--- config.mk ---
export PLATFORM = sky130hd
export DESIGN_NAME = bcd_to_bin_flat
export DESIGN_NICKNAME = d
export VERILOG_FILES = /design/src/rtl/bcd_to_bin_if.sv /design/src/rtl/bcd_to_bin.sv /design/src/flat_wrapper.sv
export SDC_FILE = /design/constraint.sdc
export NUM_CORES = 1
export LEC_CHECK = 0
export BUFFER_PORTS_ARGS = -buffer_cell sky130_fd_sc_hd__buf_2
export CORE_ASPECT_RATIO = 1.25
export CORE_MARGIN = 2
export CORE_UTILIZATION = 45
export DETAILED_ROUTE_END_ITERATION = 8
export GPL_TIMING_DRIVEN = 0
export PLACE_DENSITY = 0.66
export SETUP_SLACK_MARGIN = 0.05
export SLEW_MARGIN = 10
export SYNTH_ARGS = -nofsm -noshare
export SYNTH_HDL_FRONTEND = slang
export SYNTH_SLANG_ARGS = --single-unit
--- constraint.sdc ---
create_clock -name clk -period 4.71 [get_ports clk]
set_input_delay 0.2355 -clock clk [delete_from_list [all_inputs] [get_ports clk]]
set_output_delay 0.2355 -clock clk [all_outputs]
set_load 0.01 [all_outputs]
--- src/rtl/bcd_to_bin_if.sv ---
// Handshake and result bundle for the BCD-to-binary converter.
// The master side requests conversions; the slave side (converter) reports results.
interface bcd_to_bin_if;
    logic       start;
    logic [7:0] bcd_in;
    logic       carry_in;
    logic       busy;
    logic       done;
    logic [7:0] bin_out;
    logic       err;

    modport master (
        output start, bcd_in, carry_in,
        input  busy, done, bin_out, err
    );

    modport slave (
        input  start, bcd_in, carry_in,
        output busy, done, bin_out, err
    );
endinterface

--- src/rtl/bcd_to_bin.sv ---
// Three-digit BCD (hundreds digit 0/1) to 8-bit binary converter.
// Uses a reverse double-dabble sequence: one shift/correct step per cycle, 8 steps.
module bcd_to_bin (
    input  logic           clk,
    input  logic           rst,
    bcd_to_bin_if.slave    bus
);

    typedef enum logic [1:0] {
        IDLE,
        CHECK,
        CONV,
        DONE
    } state_t;

    state_t      state;
    state_t      state_nxt;

    logic [11:0] bcd_sr;
    logic [7:0]  acc;
    logic [2:0]  cnt;
    logic [7:0]  bin_q;
    logic        err_q;

    logic [19:0] shifted;
    logic [11:0] bcd_step;
    logic        nibble_bad;

    // One reverse double-dabble step: shift right, then pull every nibble >= 8 down by 3.
    always_comb begin
        shifted  = {bcd_sr, acc} >> 1;
        bcd_step = shifted[19:8];
        for (int unsigned i = 0; i < 3; i++) begin
            if (bcd_step[i*4 +: 4] >= 4'd8) begin
                bcd_step[i*4 +: 4] = bcd_step[i*4 +: 4] - 4'd3;
            end
        end
        nibble_bad = (bcd_sr[7:4] > 4'd9) || (bcd_sr[3:0] > 4'd9);
    end

    always_ff @(posedge clk) begin
        if (rst) begin
            state <= IDLE;
        end else begin
            state <= state_nxt;
        end
    end

    always_comb begin
        state_nxt = state;
        case (state)
            IDLE:    if (bus.start) state_nxt = CHECK;
            CHECK:   state_nxt = nibble_bad ? DONE : CONV;
            CONV:    if (cnt == 3'd7) state_nxt = DONE;
            DONE:    state_nxt = bus.start ? CHECK : IDLE;
            default: state_nxt = IDLE;
        endcase
    end

    always_ff @(posedge clk) begin
        if (rst) begin
            bcd_sr <= '0;
            acc    <= '0;
            cnt    <= '0;
            bin_q  <= '0;
            err_q  <= 1'b0;
        end else begin
            case (state)
                IDLE, DONE: begin
                    if (bus.start) begin
                        bcd_sr <= {3'b000, bus.carry_in, bus.bcd_in};
                        acc    <= '0;
                        cnt    <= '0;
                    end
                end
                CHECK: begin
                    cnt <= '0;
                    if (nibble_bad) begin
                        bin_q <= '0;
                        err_q <= 1'b1;
                    end
                end
                CONV: begin
                    bcd_sr <= bcd_step;
                    acc    <= shifted[7:0];
                    cnt    <= cnt + 3'd1;
                    // Results are published only on the final step so they stay stable mid-conversion.
                    if (cnt == 3'd7) begin
                        bin_q <= shifted[7:0];
                        err_q <= 1'b0;
                    end
                end
                default: ;
            endcase
        end
    end

    assign bus.busy    = (state == CHECK) || (state == CONV);
    assign bus.done    = (state == DONE);
    assign bus.bin_out = bin_q;
    assign bus.err     = err_q;

endmodule

--- src/flat_wrapper.sv ---
// flat-port wrapper written by rule: the top's interface ports become plain ports
module bcd_to_bin_flat 
  (clk, rst, bus_start, bus_bcd_in, bus_carry_in, bus_busy, bus_done, bus_bin_out, bus_err);
  bcd_to_bin_if bus_i ();
  input  logic clk;
  input  logic rst;
  input wire logic [$bits(bus_i.start)-1:0] bus_start;
  input wire logic [$bits(bus_i.bcd_in)-1:0] bus_bcd_in;
  input wire logic [$bits(bus_i.carry_in)-1:0] bus_carry_in;
  output wire logic [$bits(bus_i.busy)-1:0] bus_busy;
  output wire logic [$bits(bus_i.done)-1:0] bus_done;
  output wire logic [$bits(bus_i.bin_out)-1:0] bus_bin_out;
  output wire logic [$bits(bus_i.err)-1:0] bus_err;
  assign bus_i.start = bus_start;
  assign bus_i.bcd_in = bus_bcd_in;
  assign bus_i.carry_in = bus_carry_in;
  assign bus_busy = bus_i.busy;
  assign bus_done = bus_i.done;
  assign bus_bin_out = bus_i.bin_out;
  assign bus_err = bus_i.err;
  bcd_to_bin u_core (.clk(clk), .rst(rst), .bus(bus_i));
endmodule
======== Word-level counts from Yosys, hierarchy flattened ========
Index checks and enable logic that the tools add are counted.
Widths: inputs -> output; s select.
storage, ports and cells
  output and inout port bits .............. 11
  register bits ........................... 34
  logic and storage cells ................. 52
  input bits .............................. 12
cells by class
  equality and inequality tests ........... 8
  reduce and logical (&&, ||, !) cells .... 9
  magnitude comparators ................... 5
  $add $sub $neg .......................... 4
  mux-type cells .......................... 20
operators by type and width
  operator             count
  $pmux 8 s2           2
  $mux 8               3
  $pmux 12 s2          1
  $mux 12              1
  $mux 4               3
  $pmux 3 s3           1
  $ge 4x4->1 const B   2
  $gt 4x4->1 const B   2
  $pmux 2 s4           1
  $sub 4x2->4 const B  2
  $eq 2x2->1 const B   2
  $ge 3x4->1 const B   1
  $mux 1               4
  $mux 2               2
  $ne 2x1->1 const B   2
  $ne 2x2->1 const B   2
  $reduce_and 2->1     2
  $reduce_bool 2->1    2
  $sub 3x2->4 const B  1
  $add 3x1->3 const B  1
  $eq 3x3->1 const B   1
  $mux 3               1
  $reduce_and 3->1     1
  $eq 2x1->1 const B   1
  4 further kinds      5

======== Longest topological paths before layout ========
  depth in word-level cells ............... 4
  gate-level depth with buffers ........... 8

======== Worst setup path after synthesis ========
No wires, ideal clock.
  path kind ............................... register -> register
  from .................................... register u_core.state[0]
  to ...................................... register u_core.acc[1]
  period minus slack after synthesis ...... 1.755 ns
  path slack .............................. 2.955 ns
  stages on the path, launching flop included .. 8
  arrival time ............................ 1.627 ns
  library setup time ...................... 0.128 ns
  buffers on the path ..................... 1
  cell sequence ........................... dfxtp_1 -> inv_1 -> ha_1 -> buf_4 -> nor2_1 -> nor2b_1 -> a22oi_1 -> nor2_1
between the ends
  cells in the longest elaborated chain, start to end .. 4
  elaborated cells between the ends (all ways) .. 8
  those cells by class .................... eq/ne: 3; mux: 1; reduce/logical: 4
RTL lines
  element                                                           RTL line          text
  start: declaration                                                bcd_to_bin.sv:16  state_t state;
  start signal: assignment                                          bcd_to_bin.sv:45  state <= state_nxt;
  $eq 2x2->1 / $logic_not 2->1 (equally long branches)              bcd_to_bin.sv:68  case (state)
  $reduce_or 2->1                                                   bcd_to_bin.sv:68
  $ne 2x2->1 (no line) / $reduce_bool 2->1 (equally long branches)  --
  $reduce_and 2->1 (no line)                                        --
  end signal: assignment                                            bcd_to_bin.sv:85  acc <= shifted[7:0];
  end: declaration                                                  bcd_to_bin.sv:20  logic [7:0] acc;
Several ways; a longest one is shown, not always the timed one.
A chain may end at the register's enable or synchronous reset.

======== Worst setup path in the final report ========
  from .................................... register u_core.state[0]
  to ...................................... register u_core.acc[3]
The elaborated chain is that of the path after synthesis.

==> results_dict.tcl <==
set metrics [dict create \
    worstPathCellList "inv_1 > ha_1 > buf_4 > nor2_1 > nor2b_1 > a22oi_1 > nor2_1" \
    clock_latency_ns 0.28 \
    cts-root-buf "clkbuf_8" \
    layout.nets 241 \
    critPathMaxStageDelay_ns 0.42 \
    period_needed_ns 2.00 \
    num_vias 1488 \
    yosysSeqAreaShare 0.371 \
    ys_types 33 \
    initial_core_util 0.468 \
    drt_iter0_drc 71 \
    detail_route.wl_per_cell_um 14.7 \
    skew_ns 0.00352 \
    clock_sinks 30 \
    worst_slack_ns 2.71 \
    synthAdderAreaFrac 0.0851 \
    synth_warnings 0 \
    slew_headroom 0.505 \
    area_growth_pct 16.5 \
    fmax_mhz 500 \
    hold_class "in2reg" \
    die_y_um 71.0 \
    dp_slack_ns 2.74 \
    drive_above_1_share 0.183 \
    grt_use_total 0.194 \
    port_buffers 21 \
    synth.area.mux_share 0.0449 \
    dieWidth_um 57.6 \
    place_area_um2 1770 \
    p_per_area_nw_per_um2 496 \
    critPathSlowestCell "nor2_1" \
    cts_resized 0 \
    cp_data_arrival_time_ns 2.15 \
    gp_congestion 0.805 \
    peakVddDrop_uv 337 \
    die_area_um2 4090 \
    cts_buffers 5 \
    antenna_found_initial 0 \
    cts_buffer_depth 2 \
    path_common_cell "nor2_1" \
    cpLargestDelayFamily "simple AND/OR/NAND/NOR gates" \
    crit_type "reg2reg" \
    syn-num-nets 213 \
    cts_max_level 2 \
    leakage_nw 0.758 \
    drc 0 \
    hold_depth 2 \
    design_area_um2 1880 \
    outcome "finished, final reports clean" \
    postSynth.asyncResetShare 0 \
    clkTransAtPathRegs_ns 0.06 \
    dp_hpwl_um 2770 \
    antenna_cells 0 \
    row_count 24 \
    synth_enable_flop_cells 0 \
    cts.hold.buffers_added 0 \
    startpoint_type "flop" \
    yosys_most_used_dff "dfxtp_1" \
    final-hold-violation-count 0 \
    ys_seq_elements 30 \
    endpoint_kind "flop" \
    finalMaxSlewViolations 0 \
    worstMarginPinSlew_ns 0.722 \
    grt_start_max_net_pins 11 \
    postCtsSetupRepairBufs 0 \
    grt_pass1_vias 1432 \
    avgSynthCellArea_um2 8.51 \
    critPathRequiredTime_ns 4.86 \
    crit_buf_inv 2 \
    dr.pass1.iters 4 \
    reg2regPathDepth 7 \
    cts_tree "yes" \
    antenna_left 0 \
    synth_area_um2 1620 \
    synthSimpleGateAreaFrac 0.189 \
    core_um2 3450 \
    fin_crit_sh 0.424 \
    cp.depth 7 \
    synthXorXnorAreaFrac 0.0217 \
    fin_util 0.546 \
    overflow 0 \
    max-cap-violations 0 \
    tns_ns 0 \
    via_per_inst 5.79 \
    synth_compound_area_frac 0.228 \
    grt_pass1_wl_um 6240 \
    rsz0062_at_grt "no" \
    setup_viol 0 \
    ios 23 \
    crit_path_max_fanout 8 \
    synth_cells 190 \
    wirelength_um 3780 \
    synth_top_family_by_area "compound AO/OA/AOI/OAI gates" \
]
==> area by class of cell <==
class	instances	area [um^2]
Clock inverter	1	30.0
Inverter	8	30.0
Multi-Input combinational cell	140	921
Timing Repair Buffer	21	105
Clock buffer	6	82.6
Buffer	12	66.3
Tap cell	39	48.8
Fill cell	338	1570
Sequential cell	30	601
==> worst reg2reg max path: cells and delay by family (launching register included) <==
| family | cells | cell delay (ns) |
|---|---|---|
| simple gates | 3 | 0.67 |
| flops | 1 | 0.39 |
| fa+ha+maj | 1 | 0.31 |
| buf+inv | 2 | 0.27 |
| compound gates | 1 | 0.23 |
==> flip-flops by register name (all words and copies together), names as in the netlist <==
register            cells
u_core.bcd_sr           9
u_core.acc              7
u_core.cnt              3
u_core.bus.err          1
u_core.bus.bin_out      8
u_core.state            2
==> synthesized netlist by cell type, types with 2 or more instances <==
cell type | n | area share
nor2_1 | 28 | 0.065
a211oi_1 | 4 | 0.019
clkbuf_1 | 3 | 0.0070
ha_1 | 11 | 0.085
xnor2_1 | 4 | 0.022
or4b_1 | 2 | 0.012
nand3_1 | 8 | 0.025
a21oi_1 | 16 | 0.049
a32oi_1 | 2 | 0.011
nor2b_1 | 3 | 0.012
a22oi_1 | 13 | 0.060
and2b_1 | 2 | 0.0093
buf_2 | 4 | 0.012
nand2_1 | 17 | 0.039
o221ai_1 | 10 | 0.054
dfxtp_1 | 30 | 0.37
o21ai_0 | 3 | 0.0093
a211o_1 | 2 | 0.011
inv_1 | 8 | 0.019
mux2i_1 | 5 | 0.031
buf_4 | 2 | 0.0093
mux2_2 | 2 | 0.014
==> report_power, final <==
| group | internal, mW | switching [mW] |
|---|---|---|
| Combinational | 0.131 | 0.195 |
| Sequential | 0.293 | 0.0517 |
| Clock | 0.169 | 0.0950 |
| Total | 0.593 | 0.342 |
==> through the flow <==
step           hold slack (ns)  power, mW  std cells
2_1_floorplan            0.326      0.589        190
3_3_place_gp             0.473      0.657        250
3_5_place_dp             0.480      0.674        250
4_1_cts                  0.182      0.938        257
5_1_grt                  0.188      0.993        257
6_report                 0.188      0.935        257
==> path summary, 6_finish.rpt <==
check	end	slack, ns	startpoint
setup / recovery	u_core.acc[3]	2.71	u_core.state[0]
hold / removal	u_core.bus.err	0.19	rst
setup reg to reg	u_core.acc[3]	2.71	u_core.state[0]
hold reg to reg	u_core.bus.err	0.49	u_core.bus.err
==> logic make-up (layout without fill, tap and decap cells) <==
group | Yosys count | after routing
XOR/XNOR | 4 | 4
buffers and inverters | 20 | 48
AO/OA/AOI/OAI | 53 | 53
adder cells (fa/ha/maj) | 11 | 11
AND/OR/NAND/NOR | 65 | 65
multiplexers | 7 | 7
flip-flops | 30 | 30
==> placed cells by master, fill, tap and decap left out, types with 8 or more instances in the layout <==
master,count
o221ai_1,10
a21oi_1,16
nor2_1,28
inv_1,8
nand3_1,8
a22oi_1,13
dfxtp_1,30
buf_2,25
ha_1,11
nand2_1,17
==> metal layers <==
metal	GRT usage	share of wire	vias to the layer above	routed length (um)
li1	-	-	735	-
met1	0.215	0.42	704	1610
met2	0.326	0.51	41	1950
met3	0.0640	0.045	8	171
met4	0.101	0.016	0	60
met5	0	0	-	0
Power figures use the tool's default switching activity.
